### src/rtl/eth_mdio_pkg.sv
// Shared MDIO definitions: opcodes, register addresses, sequencer states and frame builder.
// Used by the sequencer and by packetlogger's JTAG host path.
package eth_mdio_pkg;

  localparam int unsigned MDIO_FRAME_W = 32;
  localparam int unsigned MDIO_DATA_W  = 16;
  localparam int unsigned MDIO_ADDR_W  = 5;

  localparam logic [1:0] MDIO_OP_WR = 2'b01;
  localparam logic [1:0] MDIO_OP_RD = 2'b10;

  localparam logic [MDIO_ADDR_W-1:0] MDIO_REG_BMCR = 5'd0;
  localparam logic [MDIO_ADDR_W-1:0] MDIO_REG_BMSR = 5'd1;
  localparam logic [MDIO_ADDR_W-1:0] MDIO_REG_ANAR = 5'd4;

  typedef enum logic [3:0] {
    SEQ_BOOT,
    SEQ_INIT_RD,
    SEQ_INIT_CHK,
    SEQ_INIT_AN,
    SEQ_INIT_FIN,
    SEQ_IDLE,
    SEQ_START,
    SEQ_ARM,
    SEQ_WAIT,
    SEQ_HOST_DONE,
    SEQ_POLL_DONE
  } seq_state_e;

  // Clause-22 frame {ST, OP, PHYAD, REGAD, TA, DATA}; reads carry zero TA/DATA
  function automatic logic [MDIO_FRAME_W-1:0] mdio_frame(
    input logic [1:0]             op,
    input logic [MDIO_ADDR_W-1:0] phy,
    input logic [MDIO_ADDR_W-1:0] regad,
    input logic [MDIO_DATA_W-1:0] data
  );
    logic [1:0]             ta;
    logic [MDIO_DATA_W-1:0] d;
    ta = (op == MDIO_OP_WR) ? 2'b10 : 2'b00;
    d  = (op == MDIO_OP_WR) ? data : '0;
    return {2'b01, op, phy, regad, ta, d};
  endfunction

endpackage

### src/rtl/eth_mdio_sequencer_if.sv
// Management-interface bus between the sequencer (master) and the eth_mdio engine (slave).
interface eth_mdio_sequencer_if;
  import eth_mdio_pkg::*;

  logic                    mi_read;
  logic                    mi_write;
  logic [MDIO_FRAME_W-1:0] mi_txdata;
  logic [MDIO_DATA_W-1:0]  mi_rxdata;
  logic                    mi_busy;

  modport master (
    output mi_read, mi_write, mi_txdata,
    input  mi_rxdata, mi_busy
  );

  modport slave (
    input  mi_read, mi_write, mi_txdata,
    output mi_rxdata, mi_busy
  );
endinterface

### src/rtl/eth_mdio_sequencer.sv
// Shares one eth_mdio engine between PHY bring-up, a periodic BMSR link poll and a host requester.
// Host requests win over the poll in IDLE; one transfer is outstanding at a time.
module eth_mdio_sequencer
  import eth_mdio_pkg::*;
#(
  parameter logic [MDIO_ADDR_W-1:0] PHY_ADDR     = 5'd1,
  parameter logic [MDIO_DATA_W-1:0] ANAR_VALUE   = 16'h01E1,
  parameter logic [23:0]            POLL_CYCLES  = 24'd5_000_000,
  parameter logic [7:0]             RST_POLL_MAX = 8'd100
) (
  input  logic                    clk,
  input  logic                    rstn,
  input  logic                    host_req,
  input  logic [MDIO_FRAME_W-1:0] host_txdata,
  output logic                    host_ack,
  output logic [MDIO_DATA_W-1:0]  host_rdata,
  eth_mdio_sequencer_if.master    mi,
  output logic                    init_done,
  output logic                    init_error,
  output logic                    link_up
);

  localparam logic [MDIO_DATA_W-1:0] BMCR_RESET  = 16'h8000;
  localparam logic [MDIO_DATA_W-1:0] BMCR_AN_RST = 16'h1200;

  seq_state_e              state_q, state_d;
  seq_state_e              ret_q, ret_d;
  logic [MDIO_DATA_W-1:0]  rx_q, rx_d;
  logic [7:0]              rd_cnt_q, rd_cnt_d;
  logic [MDIO_FRAME_W-1:0] txdata_q, txdata_d;
  logic                    mi_write_q, mi_write_d;
  logic                    mi_read_q, mi_read_d;
  logic                    host_ack_q, host_ack_d;
  logic [MDIO_DATA_W-1:0]  host_rdata_q, host_rdata_d;
  logic                    init_done_q, init_done_d;
  logic                    init_error_q, init_error_d;
  logic                    link_up_q, link_up_d;
  logic                    poll_take_c;
  logic [23:0]             poll_tmr_q;
  logic                    poll_pend_q;

  // Free-running poll timer; a new expiry outranks the clear from a poll starting the same cycle
  always_ff @(posedge clk) begin
    if (!rstn) begin
      poll_tmr_q  <= POLL_CYCLES - 24'd1;
      poll_pend_q <= 1'b0;
    end else begin
      if (poll_tmr_q == 24'd0) begin
        poll_tmr_q  <= POLL_CYCLES - 24'd1;
        poll_pend_q <= 1'b1;
      end else begin
        poll_tmr_q <= poll_tmr_q - 24'd1;
        if (poll_take_c) poll_pend_q <= 1'b0;
      end
    end
  end

  always_ff @(posedge clk) begin
    if (!rstn) begin
      state_q      <= SEQ_BOOT;
      ret_q        <= SEQ_IDLE;
      rx_q         <= '0;
      rd_cnt_q     <= '0;
      txdata_q     <= '0;
      mi_write_q   <= 1'b0;
      mi_read_q    <= 1'b0;
      host_ack_q   <= 1'b0;
      host_rdata_q <= '0;
      init_done_q  <= 1'b0;
      init_error_q <= 1'b0;
      link_up_q    <= 1'b0;
    end else begin
      state_q      <= state_d;
      ret_q        <= ret_d;
      rx_q         <= rx_d;
      rd_cnt_q     <= rd_cnt_d;
      txdata_q     <= txdata_d;
      mi_write_q   <= mi_write_d;
      mi_read_q    <= mi_read_d;
      host_ack_q   <= host_ack_d;
      host_rdata_q <= host_rdata_d;
      init_done_q  <= init_done_d;
      init_error_q <= init_error_d;
      link_up_q    <= link_up_d;
    end
  end

  // Callers load txdata/ret and jump to START; WAIT returns to ret with rx_q captured
  always_comb begin
    state_d      = state_q;
    ret_d        = ret_q;
    rx_d         = rx_q;
    rd_cnt_d     = rd_cnt_q;
    txdata_d     = txdata_q;
    mi_write_d   = 1'b0;
    mi_read_d    = 1'b0;
    host_ack_d   = 1'b0;
    host_rdata_d = host_rdata_q;
    init_done_d  = init_done_q;
    init_error_d = init_error_q;
    link_up_d    = link_up_q;
    poll_take_c  = 1'b0;

    case (state_q)
      SEQ_BOOT: begin
        if (!mi.mi_busy) begin
          txdata_d = mdio_frame(MDIO_OP_WR, PHY_ADDR, MDIO_REG_BMCR, BMCR_RESET);
          ret_d    = SEQ_INIT_RD;
          rd_cnt_d = '0;
          state_d  = SEQ_START;
        end
      end
      SEQ_INIT_RD: begin
        txdata_d = mdio_frame(MDIO_OP_RD, PHY_ADDR, MDIO_REG_BMCR, '0);
        ret_d    = SEQ_INIT_CHK;
        rd_cnt_d = rd_cnt_q + 8'd1;
        state_d  = SEQ_START;
      end
      SEQ_INIT_CHK: begin
        if (!rx_q[15]) begin
          txdata_d = mdio_frame(MDIO_OP_WR, PHY_ADDR, MDIO_REG_ANAR, ANAR_VALUE);
          ret_d    = SEQ_INIT_AN;
          state_d  = SEQ_START;
        end else if (rd_cnt_q >= RST_POLL_MAX) begin
          init_error_d = 1'b1;
          init_done_d  = 1'b1;
          state_d      = SEQ_IDLE;
        end else begin
          state_d = SEQ_INIT_RD;
        end
      end
      SEQ_INIT_AN: begin
        txdata_d = mdio_frame(MDIO_OP_WR, PHY_ADDR, MDIO_REG_BMCR, BMCR_AN_RST);
        ret_d    = SEQ_INIT_FIN;
        state_d  = SEQ_START;
      end
      SEQ_INIT_FIN: begin
        init_done_d = 1'b1;
        state_d     = SEQ_IDLE;
      end
      SEQ_IDLE: begin
        // host_ack is high for the first IDLE cycle after a host transfer: skip a still-held req
        if (host_req && !host_ack_q) begin
          txdata_d = host_txdata;
          ret_d    = SEQ_HOST_DONE;
          state_d  = SEQ_START;
        end else if (poll_pend_q) begin
          txdata_d    = mdio_frame(MDIO_OP_RD, PHY_ADDR, MDIO_REG_BMSR, '0);
          ret_d       = SEQ_POLL_DONE;
          poll_take_c = 1'b1;
          state_d     = SEQ_START;
        end
      end
      SEQ_START: begin
        mi_write_d = 1'b1;
        mi_read_d  = (txdata_q[29:28] == MDIO_OP_RD);
        state_d    = SEQ_ARM;
      end
      SEQ_ARM: begin
        state_d = SEQ_WAIT;
      end
      SEQ_WAIT: begin
        if (!mi.mi_busy) begin
          rx_d    = mi.mi_rxdata;
          state_d = ret_q;
        end
      end
      SEQ_HOST_DONE: begin
        host_ack_d   = 1'b1;
        host_rdata_d = rx_q;
        state_d      = SEQ_IDLE;
      end
      SEQ_POLL_DONE: begin
        link_up_d = rx_q[2];
        state_d   = SEQ_IDLE;
      end
      default: state_d = SEQ_BOOT;
    endcase
  end

  assign mi.mi_write  = mi_write_q;
  assign mi.mi_read   = mi_read_q;
  assign mi.mi_txdata = txdata_q;
  assign host_ack     = host_ack_q;
  assign host_rdata   = host_rdata_q;
  assign init_done    = init_done_q;
  assign init_error   = init_error_q;
  assign link_up      = link_up_q;

endmodule
### src/flat_wrapper.sv
// flat-port wrapper written by rule: the top's interface ports become plain ports
module eth_mdio_sequencer_flat import eth_mdio_pkg::*;
#(
  parameter logic [MDIO_ADDR_W-1:0] PHY_ADDR     = 5'd1,
  parameter logic [MDIO_DATA_W-1:0] ANAR_VALUE   = 16'h01E1,
  parameter logic [23:0]            POLL_CYCLES  = 24'd5_000_000,
  parameter logic [7:0]             RST_POLL_MAX = 8'd100
)
  (clk, rstn, host_req, host_txdata, host_ack, host_rdata, init_done, init_error, link_up, mi_mi_read, mi_mi_write, mi_mi_txdata, mi_mi_rxdata, mi_mi_busy);
  eth_mdio_sequencer_if mi_i ();
  input  logic clk;
  input  logic rstn;
  input  logic host_req;
  input  logic [MDIO_FRAME_W-1:0] host_txdata;
  output logic host_ack;
  output logic [MDIO_DATA_W-1:0] host_rdata;
  output logic init_done;
  output logic init_error;
  output logic link_up;
  output wire logic [$bits(mi_i.mi_read)-1:0] mi_mi_read;
  output wire logic [$bits(mi_i.mi_write)-1:0] mi_mi_write;
  output wire logic [$bits(mi_i.mi_txdata)-1:0] mi_mi_txdata;
  input wire logic [$bits(mi_i.mi_rxdata)-1:0] mi_mi_rxdata;
  input wire logic [$bits(mi_i.mi_busy)-1:0] mi_mi_busy;
  assign mi_mi_read = mi_i.mi_read;
  assign mi_mi_write = mi_i.mi_write;
  assign mi_mi_txdata = mi_i.mi_txdata;
  assign mi_i.mi_rxdata = mi_mi_rxdata;
  assign mi_i.mi_busy = mi_mi_busy;
  eth_mdio_sequencer #(.PHY_ADDR(PHY_ADDR), .ANAR_VALUE(ANAR_VALUE), .POLL_CYCLES(POLL_CYCLES), .RST_POLL_MAX(RST_POLL_MAX)) u_core (.clk(clk), .rstn(rstn), .host_req(host_req), .host_txdata(host_txdata), .host_ack(host_ack), .host_rdata(host_rdata), .mi(mi_i), .init_done(init_done), .init_error(init_error), .link_up(link_up));
endmodule
### config.mk
export PLATFORM = sky130hd
export DESIGN_NAME = eth_mdio_sequencer_flat
export DESIGN_NICKNAME = d
export VERILOG_FILES = /design/src/rtl/eth_mdio_pkg.sv /design/src/rtl/eth_mdio_sequencer_if.sv /design/src/rtl/eth_mdio_sequencer.sv /design/src/flat_wrapper.sv
export SDC_FILE = /design/constraint.sdc
export NUM_CORES = 1
export LEC_CHECK = 0
export BUFFER_PORTS_ARGS = -buffer_cell sky130_fd_sc_hd__buf_4
export CAP_MARGIN = 20
export CORE_MARGIN = 1
export CORE_UTILIZATION = 35
export DETAILED_ROUTE_END_ITERATION = 6
export GPL_ROUTABILITY_DRIVEN = 0
export SKIP_CTS_REPAIR_TIMING = 1
export SLEW_MARGIN = 5
export SYNTH_ARGS = -nofsm -noshare
export SYNTH_HDL_FRONTEND = slang
export SYNTH_SLANG_ARGS = --single-unit
export TNS_END_PERCENT = 10
### constraint.sdc
create_clock -name clk -period 2.07 [get_ports clk]
set_clock_uncertainty 0.1 [all_clocks]
set_input_delay 0 -clock clk [delete_from_list [all_inputs] [get_ports clk]]
set_output_delay 0 -clock clk [all_outputs]
set_load 0.005 [all_outputs]
==> metrics.json, run 1 <==
{
  "outcome": "finished, final reports clean",
  "crit_fanout": 17,
  "finish.cell_count_without_fillers": 850,
  "wire_length_per_cell_um": 14.8,
  "share_of_the_clock_period_used_by_the_worst_path_after_layout_pct": 94.9,
  "synth_cell_type_count": 71,
  "place_inst": 787,
  "final_setup_violation_count": 0,
  "avgSynthCellArea_um2": 9.01,
  "vias_per_cell": 5.12,
  "cts_num_sinks": 111,
  "leakage_nw": 2.49,
  "place.detailed.hpwl_um": 8580,
  "ctsLongestPathBuffers": 2,
  "tritoncts": "done",
  "layout_common_cells": "sky130_fd_sc_hd__buf_4 (132), sky130_fd_sc_hd__dfxtp_1 (111), sky130_fd_sc_hd__nand2_1 (96)",
  "dpl-instance-area_mm2": 0.00569,
  "whs_ps": 8.72,
  "finish.instance_area_mm2": 0.00649,
  "grt_max_degree": 33,
  "worst_setup_path_end_kind": "register",
  "clock.fmax_ghz": 0.509,
  "design.core.area_mm2": 0.0128,
  "grt_first_pass_wirelength_um": 19200,
  "ys_dominant_reg_cell": "sky130_fd_sc_hd__dfxtp_1",
  "finalHoldViolations": 0,
  "io-pin-count": 106,
  "layout-drive-gt1-share_pct": 26.5,
  "post-synth-top-area-cell": "sky130_fd_sc_hd__dfxtp_1",
  "netlist_top_cells_area": "sky130_fd_sc_hd__dfxtp_1 (48%), sky130_fd_sc_hd__nand2_1 (7.7%), sky130_fd_sc_hd__a21oi_1 (6.3%)",
  "floorplan.initialDensity_pct": 36.4,
  "initial_antenna_violation_count": 0,
  "number_of_warnings_issued_by_yosys": 0,
  "seq_area_mm2": 0.00222,
  "multi_input_area_mm2": 0.00225,
  "startpoint_type": "register",
  "post_synthesis_register_bit_count": 111,
  "overflow": 0,
  "mostFrequentLayoutCell": "sky130_fd_sc_hd__buf_4",
  "nNetsFinal": 729,
  "yosys.area.top_type_share_pct": 47.6,
  "routed-via-count": 4351,
  "relSlewSlack_pct": 49.4,
  "finalMaxSlewViolations": 0,
  "drt_iter0_drc": 200,
  "num-fill-cells": 1243,
  "cts_buffers": 9,
  "totalWireLength_um": 12600,
  "drv.max_cap_violation_count": 0,
  "drt.antenna.violating_nets": 0,
  "first_global_vias": 3893,
  "ys_seq_area_share_pct": 47.6,
  "timing.reg2reg.setup_slack_ps": 110,
  "drc": 0,
  "vdd.ir_drop.worst_v": 0.000336,
  "post_synth_instance_area_mm2": 0.00467,
  "die_width_um": 117,
  "cp.arrival_ps": 2150,
  "path_type_of_the_worst_setup_path": "reg -> reg",
  "hold_path_class": "in -> reg",
  "floorplan.die.height_um": 117,
  "share_of_synthesized_flip_flops_with_an_asynchronous_set_or_reset_pct": 0,
  "synth_enable_flop_cells": 0,
  "tritonroute_pass_1_iters": 4,
  "clock_tree.htree_level_count": 3,
  "actual_transition_at_the_worst_max_transition_pin_ps": 758,
  "worst_setup_hold_path_clk_slew_ps": 70,
  "clkLatencyLatePin_ps": 340,
  "flow.area_growth_from_synthesis_pct": 39.2,
  "clockRootBuffer": "sky130_fd_sc_hd__clkbuf_16",
  "rows": 41,
  "die_area_mm2": 0.0138,
  "netlist_instances": 518,
  "finish.utilization_pct": 50.6,
  "period_minus_slack_ps": 1960,
  "antenna_cells_inserted": 0,
  "port_buffers": 105,
  "synth.net_count": 573,
  "gr-usage-all-layers_pct": 17.0,
  "power_density_mw_per_mm2": 723,
  "worst-endpoint-required_ps": 2250
}
worst max-delay path, stage by stage (launching register included):
cell and delay, ps:
sky130_fd_sc_hd__dfxtp_1 490, sky130_fd_sc_hd__and4bb_4 330, sky130_fd_sc_hd__nand2_1 110, sky130_fd_sc_hd__nor2_2 610, sky130_fd_sc_hd__a22o_1 260
routing by layer:
metal	GRT usage, %	vias up	share of wire (%)
met5	0	-	0
met1	21.8	2060	46
met4	6.01	0	1.9
met2	28.2	103	49
li1	-	2169	-
met3	3.39	19	3.7
stage by stage:
stage          setup slack [ps]  TNS (ps)  power (mW)
4_1_cts                   -8.28     -14.5        4.65
3_5_place_dp               45.3         0        2.90
6_report                    106         0        4.69
2_1_floorplan               177         0        2.64
5_1_grt                   -47.4      -619        4.86
3_3_place_gp                114         0        2.89
power breakdown:
part	internal (mW)	switching [mW]
logic	0.353	0.326
registers	2.21	0.0552
clock network	0.992	0.756
total	3.55	1.14
cell usage after synthesis, types with 3 or more instances:
master,number
sky130_fd_sc_hd__nand2b_1,5
sky130_fd_sc_hd__nor2_1,30
sky130_fd_sc_hd__a21oi_1,59
sky130_fd_sc_hd__o31ai_1,5
sky130_fd_sc_hd__or3_1,3
sky130_fd_sc_hd__a211oi_1,5
sky130_fd_sc_hd__nand3_1,10
sky130_fd_sc_hd__a22o_1,17
sky130_fd_sc_hd__a21oi_2,3
sky130_fd_sc_hd__buf_6,3
sky130_fd_sc_hd__nor4_1,3
sky130_fd_sc_hd__xor2_1,9
sky130_fd_sc_hd__nand3b_1,3
sky130_fd_sc_hd__nor4_2,4
sky130_fd_sc_hd__and3_1,3
sky130_fd_sc_hd__buf_4,4
sky130_fd_sc_hd__o21ai_0,14
sky130_fd_sc_hd__nand2_1,96
sky130_fd_sc_hd__o2bb2ai_1,3
sky130_fd_sc_hd__or2_2,3
sky130_fd_sc_hd__inv_1,9
sky130_fd_sc_hd__a311oi_1,11
sky130_fd_sc_hd__buf_2,11
sky130_fd_sc_hd__ha_1,3
sky130_fd_sc_hd__nor3_1,6
sky130_fd_sc_hd__xnor2_1,3
sky130_fd_sc_hd__clkbuf_1,15
sky130_fd_sc_hd__or4_1,5
sky130_fd_sc_hd__nand4_1,5
sky130_fd_sc_hd__dfxtp_1,111
sky130_fd_sc_hd__mux2_2,4
worst paths after layout:
| check | start | to | depth (start not counted) |
|---|---|---|---|
| min | mi_mi_busy | u_core.state_q[3] | 4 |
| min reg2reg | u_core.poll_tmr_q[0] | u_core.poll_tmr_q[0] | 1 |
| max reg2reg | u_core.state_q[0] | u_core.mi.mi_txdata[31] | 4 |
| max | u_core.state_q[0] | u_core.mi.mi_txdata[31] | 4 |
layout make-up:
type | instances | area share, %
tap | 172 | 3.31
inverter | 9 | 0.520
timing repair buffer | 180 | 22.7
multi-input combinational | 363 | 34.7
sequential | 111 | 34.2
clock inverter | 4 | 0.694
clock buffer | 11 | 3.89
logic make-up after synthesis:
| logic type | synth area share [%] |
|---|---|
| AOI/OAI and AO/OA | 20.4 |
| xor gates and xnor gates | 2.25 |
| adders and majority gates | 0.805 |
| buffers and inverters | 4.67 |
| DFF | 47.6 |
| muxes | 1.39 |
| and+or+nand+nor | 22.9 |
registers in the layout (all words and copies together), names as in the netlist, 4 cells and up:
register	count
u_core.poll_tmr_q	24
u_core.state_q	4
u_core.mi.mi_txdata	32
u_core.rd_cnt_q	8
u_core.ret_q	4
u_core.host_rdata	16
u_core.rx_q	16
No activity file was read; power rests on OpenSTA's default activity.
==> inputs of run 2 (changes only) <==
- CORE_UTILIZATION: 35 -> 54
- CTS_BUF_LIST: not set -> sky130_fd_sc_hd__clkbuf_16
- PLACE_DENSITY: not set -> 0.8
==> run 2 against run 1 <==
Effect of this change:
- the flow now finishes with violations (negative setup slack)
- power down 1.9%
- die area down 35%
- largest power group unchanged
- routed wire length up 0.73%
- utilization up 26 points
- maximum frequency down 5.2%
- critical path depth unchanged
- sequential share of layout area up 0.59 points
- clock power down 6%
- register-to-register slack worse by 110 ps
- cell area down 1.7%
- count of clock-buffer cells in the layout down 2
- via count up 3.6%
==> metrics.json, run 2 (same netlist as run 1, synthesis figures left out) <==
{
  "crit_path_top_delay_cell": "sky130_fd_sc_hd__dfxtp_1",
  "gr-usage-all-layers": {"value": 25.4, "unit": "%", "change": "+8.5 points"},
  "routed-via-count": {"value": 4509, "change": "+3.6%"},
  "drv.max_cap_violation_count": {"value": 0, "change": "unchanged"},
  "floorplan.initialDensity": {"value": 56.2, "unit": "%", "change": "+20 points"},
  "critPathMaxStageDelay": {"value": 500, "unit": "ps", "change": "-110 ps"},
  "setup_ws": {"value": -2.73, "unit": "ps", "change": "-108 ps"},
  "clkLatencyLatePin": {"value": 350, "unit": "ps", "change": "about the same"},
  "grt_max_degree": {"value": 23, "change": "-30%"},
  "power_frac_seq": {"value": 49.4, "unit": "%", "change": "+1.1 points"},
  "finalHoldViolations": {"value": 0, "change": "unchanged"},
  "sw_frac_of_total": {"value": 26.1, "unit": "%", "change": "+1.9 points"},
  "place.detailed.hpwl": {"value": 7930, "unit": "um", "change": "-7.6%"},
  "layout-drive-gt1-share": {"value": 26.5, "unit": "%", "change": "-0.039 points"},
  "vdd.ir_drop.worst": {"value": 0.000512, "unit": "V", "change": "+52%"},
  "period_minus_slack": {"value": 2070, "unit": "ps", "change": "+108 ps"},
  "cell_internal_pwr": {"value": 3.40, "unit": "mW", "change": "-4.3%"},
  "design.core.area": {"value": 0.00830, "unit": "mm2", "change": "-35%"},
  "ctsLongestPathBuffers": {"value": 2, "change": "unchanged"},
  "hold_path.startpoint": "mi_mi_busy",
  "clock_tree.htree_level_count": {"value": 3, "change": "unchanged"},
  "path_type_of_the_worst_setup_path": "reg -> reg",
  "timing.reg2reg.setup_slack": {"value": -3, "unit": "ps", "change": "-110 ps"},
  "power_density": {"value": 721, "unit": "mW/mm2", "change": "-0.20%"},
  "worst_setup_path_end_kind": "register",
  "worstRegToRegCells": {"value": 4, "change": "unchanged"},
  "flow.area_growth_from_synthesis_pct": 36.8,
  "cts_num_sinks": {"value": 111, "change": "unchanged"},
  "nNetsFinal": {"value": 729, "change": "unchanged"},
  "rows": {"value": 33, "change": "-20%"},
  "whs_endpoint": "u_core.state_q[3]",
  "cp.arrival": {"value": 2190, "unit": "ps", "change": "+40 ps"},
  "comb_power_share": {"value": 14.7, "unit": "%", "change": "+0.2 points"},
  "worst_setup_hold_path_clk_slew": {"value": 70, "unit": "ps", "change": "about the same"},
  "share_of_the_clock_period_used_by_the_worst_path_after_layout": {"value": 100, "unit": "%", "change": "+5.2 points"},
  "layout_common_cells": "sky130_fd_sc_hd__buf_4 (132), sky130_fd_sc_hd__dfxtp_1 (111), sky130_fd_sc_hd__nand2_1 (96)",
  "crit_path_leading_delay_family": "compound AO/OA/AOI/OAI gates",
  "finish.utilization": {"value": 76.9, "unit": "%", "change": "+26 points"},
  "regToRegEndpoint": "u_core.ret_q[0]",
  "first_global_vias": {"value": 3920, "change": "+0.69%"},
  "relSlewSlack": {"value": 50.6, "unit": "%", "change": "+1.2 points"},
  "cp_cell_sequence": "and4bb_4, a31oi_2, nand2_1, o41a_1",
  "startpoint_type": "register",
  "report.power.total": {"value": 4.60, "unit": "mW", "change": "-1.9%"},
  "port_buffers": {"value": 105, "change": "unchanged"},
  "grt_first_pass_wirelength": {"value": 18100, "unit": "um", "change": "-5.4%"},
  "drt_iter0_drc": {"value": 239, "change": "+20%"},
  "number_of_flip_flops_in_the_largest_register": {"value": 32, "change": "unchanged"},
  "die_area": {"value": 0.00902, "unit": "mm2", "change": "-35%"},
  "hold_path_class": "in -> reg",
  "min_path_cells": {"value": 4, "change": "unchanged"},
  "worst-path-buf-inv": {"value": 0, "change": "unchanged"},
  "overflow": {"value": 0, "change": "unchanged"},
  "crit_fanout": {"value": 9, "change": "-8"},
  "final_setup_violation_count": {"value": 1, "change": "+1"},
  "die_width": {"value": 95.0, "unit": "um", "change": "-19%"},
  "clock.fmax": {"value": 0.482, "unit": "GHz", "change": "-5.2%"},
  "actual_transition_at_the_worst_max_transition_pin": {"value": 740, "unit": "ps", "change": "-18.0 ps"},
  "wire_length_per_cell": {"value": 16.2, "unit": "um", "change": "+9.2%"},
  "drt.antenna.violating_nets": {"value": 0, "change": "unchanged"},
  "tritoncts": "done",
  "power_frac_clock": {"value": 35.9, "unit": "%", "change": "-1.4 points"},
  "leakage": {"value": 2.47, "unit": "nW", "change": "-0.69%"},
  "totalWireLength": {"value": 12700, "unit": "um", "change": "+0.73%"},
  "finalMaxSlewViolations": {"value": 0, "change": "unchanged"},
  "outcome": "finished with violations",
  "initial_antenna_violation_count": {"value": 0, "change": "unchanged"},
  "tritonroute_pass_1_iters": {"value": 6, "change": "+2"},
  "switching_power": {"value": 1.20, "unit": "mW", "change": "+5.7%"},
  "clockRootBuffer": "sky130_fd_sc_hd__clkbuf_16",
  "violations": "negative setup slack",
  "antenna_cells_inserted": {"value": 0, "change": "unchanged"},
  "worst_r2r_startpoint": "u_core.state_q[1]",
  "floorplan.die.height": {"value": 95.0, "unit": "um", "change": "-19%"},
  "worst-endpoint-required": {"value": 2190, "unit": "ps", "change": "-60 ps"},
  "cts_buffers": {"value": 9, "change": "unchanged"},
  "drc": {"value": 0, "change": "unchanged"},
  "vias_per_cell": {"value": 5.75, "change": "+12%"},
  "io-pin-count": {"value": 106, "change": "unchanged"},
  "mostFrequentLayoutCell": "sky130_fd_sc_hd__buf_4"
}
run 2: cell types whose count changed in the layout (fill, tap and decap cells not counted), sizes merged:
cell	change
bufinv	-1
clkinvlp	+2
inv	+5
clkinv	-3
clkbuf	-2
run 2: final cells by class:
type	instances	area [um2]
fillers	548	1920
repair buffers	180	1470
clock buffers	9	225
multi-input cells	363	2240
clock inverters	7	61.3
well taps	105	131
flip-flops and latches	111	2220
inverters	9	33.8
run 2: worst max path at each step:
stage | start | to | slack (ps) | cells after the start
floorplan | u_core.poll_tmr_q[0] | u_core.poll_tmr_q[19] | 180 | 8
global placement | u_core.state_q[0] | u_core.mi.mi_txdata[1] | 130 | 4
detailed placement | u_core.state_q[2] | u_core.mi.mi_txdata[24] | -3 | 5
CTS | u_core.state_q[2] | u_core.mi.mi_txdata[27] | -9 | 5
global route | u_core.state_q[1] | u_core.ret_q[0] | -50 | 4
finish | u_core.state_q[1] | u_core.ret_q[0] | -3 | 4
run 2: worst reg2reg max path, cell delays in order, from the launching register on:
cell                       delay (ps)
sky130_fd_sc_hd__dfxtp_1          500
sky130_fd_sc_hd__and4bb_4         320
sky130_fd_sc_hd__a31oi_2          360
sky130_fd_sc_hd__nand2_1          210
sky130_fd_sc_hd__o41a_1           460
run 2: metal layers:
| metal | vias to the layer above | track usage, % | share of wire, % |
|---|---|---|---|
| li1 | 2168 | - | - |
| met1 | 2140 | 32.4 | 41 |
| met2 | 171 | 43.0 | 50 |
| met3 | 30 | 5.56 | 6.6 |
| met4 | 0 | 7.58 | 2.3 |
| met5 | - | 0 | 0 |
run 2: power groups by stage:
stage | clock network (mW) | registers [mW] | logic (mW)
6_report | 1.65 | 2.27 | 0.679
5_1_grt | 1.77 | 2.28 | 0.734
4_1_cts | 1.68 | 2.27 | 0.577
3_5_place_dp | 0 | 2.32 | 0.575
3_3_place_gp | 0 | 2.31 | 0.562
2_1_floorplan | 0 | 2.30 | 0.337
run 2: metrics by stage:
stage / hold WS [ps] / setup WS (ps) / setup TNS (ps) / instance area (um2) / std cells
2_1_floorplan: 32.7 / 177 / 0 / 4670 / 518
3_3_place_gp: 116 / 132 / 0 / 5600 / 720
3_5_place_dp: 123 / -2.92 / -2.92 / 5600 / 720
4_1_cts: -235 / -9.15 / -17.9 / 5890 / 736
5_1_grt: 13.9 / -52.3 / -395 / 6380 / 784
6_report: 4.48 / -2.73 / -2.73 / 6380 / 784
==> inputs of run 3 (changes only) <==
- CORE_UTILIZATION: 54 -> 45
- PLACE_DENSITY: 0.8 -> 0.68
==> run 3 against run 2 <==
Effect of this change:
- the run ends with negative hold slack left
- clock power is 9% higher
- count of clock-buffer cells in the layout stayed put
- cell area is 1.3% higher
- cell count is 3.3% higher
- via count is 2.6% lower
- sequential power hardly changed
- first-iteration DRC count is 14% lower
- routed wire length is 5.7% lower
- maximum frequency is 5.8% higher
- register-to-register slack better by 110 ps
- hold slack worse by 15 ps
- largest power group unchanged
==> metrics.json, run 3 (same netlist as run 1, synthesis figures left out) <==
{
  "worst_setup_hold_path_clk_slew": {"value": 80, "unit": "ps", "change": "about the same"},
  "drt.antenna.violating_nets": {"value": 0, "change": "unchanged"},
  "die_width": {"value": 104, "unit": "um", "change": "+9.3%"},
  "worst_r2r_startpoint": "u_core.state_q[1]",
  "routed.top_layer": "met4",
  "power_density": {"value": 734, "unit": "mW/mm2", "change": "+1.8%"},
  "layout_common_cells": "sky130_fd_sc_hd__buf_4 (129), sky130_fd_sc_hd__dfxtp_1 (111), sky130_fd_sc_hd__nand2_1 (96)",
  "rows": {"value": 36, "change": "+9.1%"},
  "wire_length_per_cell": {"value": 14.8, "unit": "um", "change": "-8.8%"},
  "number_of_flip_flops_in_the_largest_register": {"value": 32, "change": "unchanged"},
  "overflow": {"value": 0, "change": "unchanged"},
  "clock_tree.htree_level_count": {"value": 3, "change": "unchanged"},
  "nNetsFinal": {"value": 727, "change": "-0.27%"},
  "clockRootBuffer": "sky130_fd_sc_hd__clkbuf_16",
  "leakage": {"value": 2.49, "unit": "nW", "change": "+0.47%"},
  "tritonroute_pass_1_iters": {"value": 5, "change": "-1"},
  "clock.fmax": {"value": 0.510, "unit": "GHz", "change": "+5.8%"},
  "crit_fanout": {"value": 7, "change": "-2"},
  "grt_setup_unrepaired": "no",
  "whs_endpoint": "u_core.mi.mi_txdata[18]",
  "report.power.total": {"value": 4.74, "unit": "mW", "change": "+3.1%"},
  "worst_setup_path_end_kind": "register",
  "finish.cell_count_without_fillers": {"value": 810, "change": "+3.3%"},
  "finalHoldViolations": {"value": 1, "change": "+1"},
  "regToRegEndpoint": "u_core.ret_q[0]",
  "dr_wl_met2": {"value": 6090, "unit": "um", "change": "-4.9%"},
  "die_area": {"value": 0.0108, "unit": "mm2", "change": "+20%"},
  "layout-drive-gt1-share": {"value": 26.4, "unit": "%", "change": "-0.069 points"},
  "routed-wl-met3": {"value": 663, "unit": "um", "change": "-21%"},
  "grt_first_pass_wirelength": {"value": 18200, "unit": "um", "change": "+0.45%"},
  "mostFrequentLayoutCell": "sky130_fd_sc_hd__buf_4",
  "clkLatencyLatePin": {"value": 350, "unit": "ps", "change": "about the same"},
  "share_of_the_clock_period_used_by_the_worst_path_after_layout": {"value": 94.7, "unit": "%", "change": "-5.5 points"},
  "gr-usage-all-layers": {"value": 20.8, "unit": "%", "change": "-4.7 points"},
  "setup-tns-final": {"value": 0, "unit": "ps", "change": "+2.73 ps"},
  "period_minus_slack": {"value": 1960, "unit": "ps", "change": "-113 ps"},
  "grt_max_degree": {"value": 36, "change": "+57%"},
  "place_inst": {"value": 746, "change": "+3.6%"},
  "cts_buffers": {"value": 9, "change": "unchanged"},
  "outcome": "finished with violations",
  "hold_path.startpoint": "host_txdata[18]",
  "place.detailed.hpwl": {"value": 7780, "unit": "um", "change": "-1.9%"},
  "ctsLongestPathBuffers": {"value": 2, "change": "unchanged"},
  "finish.utilization": {"value": 65.2, "unit": "%", "change": "-12 points"},
  "totalWireLength": {"value": 12000, "unit": "um", "change": "-5.7%"},
  "worstRegToRegCells": {"value": 4, "change": "unchanged"},
  "startpoint_type": "register",
  "relSlewSlack": {"value": 65.0, "unit": "%", "change": "+14 points"},
  "design.core.area": {"value": 0.00991, "unit": "mm2", "change": "+19%"},
  "drv.max_cap_violation_count": {"value": 0, "change": "unchanged"},
  "cp.arrival": {"value": 2100, "unit": "ps", "change": "-90 ps"},
  "finalMaxSlewViolations": {"value": 0, "change": "unchanged"},
  "floorplan.die.height": {"value": 104, "unit": "um", "change": "+9.3%"},
  "path_type_of_the_worst_setup_path": "reg -> reg",
  "io-pin-count": {"value": 106, "change": "unchanged"},
  "num-fill-cells": {"value": 828, "change": "+51%"},
  "worst-endpoint-required": {"value": 2210, "unit": "ps", "change": "+20 ps"},
  "drt_iter0_drc": {"value": 206, "change": "-14%"},
  "initial_antenna_violation_count": {"value": 0, "change": "unchanged"},
  "final_setup_violation_count": {"value": 0, "change": "-1"},
  "antenna_cells_inserted": {"value": 0, "change": "unchanged"},
  "vdd.ir_drop.worst": {"value": 0.000511, "unit": "V", "change": "-0.31%"},
  "flow.area_growth_from_synthesis_pct": 38.5,
  "violations": "negative hold slack",
  "route.layer.met1.wl": {"value": 5060, "unit": "um", "change": "-2.1%"},
  "timing.reg2reg.setup_slack": {"value": 110, "unit": "ps", "change": "+110 ps"},
  "first_global_vias": {"value": 3862, "change": "-1.5%"},
  "critical_path.startpoint": "u_core.state_q[1]",
  "port_buffers": {"value": 105, "change": "unchanged"},
  "floorplan.initialDensity": {"value": 47.1, "unit": "%", "change": "-9.1 points"},
  "whs": {"value": -10.5, "unit": "ps", "change": "-15.0 ps"},
  "actual_transition_at_the_worst_max_transition_pin": {"value": 524, "unit": "ps", "change": "-216 ps"},
  "tritoncts": "done",
  "cts_num_sinks": {"value": 111, "change": "unchanged"},
  "routed-via-count": {"value": 4392, "change": "-2.6%"},
  "drc": {"value": 0, "change": "unchanged"},
  "hold_path_class": "in -> reg",
  "min_path_cells": {"value": 4, "change": "unchanged"},
  "vias_per_cell": {"value": 5.42, "change": "-5.7%"}
}
## run 3: metal layers
metal	GRT usage, %	vias to the layer above
met5	0	-
met4	6.02	0
met3	6.36	12
met2	34.9	122
met1	25.5	2095
li1	-	2163
## run 3: how the worst max path moves through the flow
stage                     cells past startpoint  slack [ps]                       to
after floorplan                               8         180    u_core.poll_tmr_q[19]
after global placement                        4         100  u_core.mi.mi_txdata[31]
after detailed placement                      4          30  u_core.mi.mi_txdata[21]
after CTS                                     4          20   u_core.mi.mi_txdata[1]
after global routing                          4          20          u_core.ret_q[0]
final                                         4         110          u_core.ret_q[0]
## run 3: critical path, cell delays in order, from the launching register on
cell and delay (ps):
sky130_fd_sc_hd__dfxtp_1 460, sky130_fd_sc_hd__and4bb_4 300, sky130_fd_sc_hd__a31oi_2 350, sky130_fd_sc_hd__nand2_1 200, sky130_fd_sc_hd__o41a_1 440
## run 3: per-stage QoR
stage,hold WS [ps],area [um2],setup WS (ps)
after global placement,115,5640,97.1
after CTS,-253,5950,15.0
final,-10.5,6460,111
after detailed placement,122,5640,26.1
after global routing,0.966,6460,23.4
after floorplan,32.7,4670,177
## run 3: report_power, final
part / switching (mW) / internal [mW] / leakage, nW
registers: 0.0599 / 2.21 / 0.900
clock network: 0.829 / 0.966 / 0.151
logic: 0.330 / 0.351 / 1.43
total: 1.22 / 3.53 / 2.49
## run 3: final cells by class
class | count | area (um2) | area share [%]
clock buffers | 9 | 225 | 3.48
clock inverters | 7 | 91.3 | 1.41
inverters | 9 | 33.8 | 0.523
multi-input cells | 363 | 2260 | 34.9
flip-flops and latches | 111 | 2220 | 34.4
well taps | 133 | 166 | 2.57
repair buffers | 178 | 1470 | 22.7
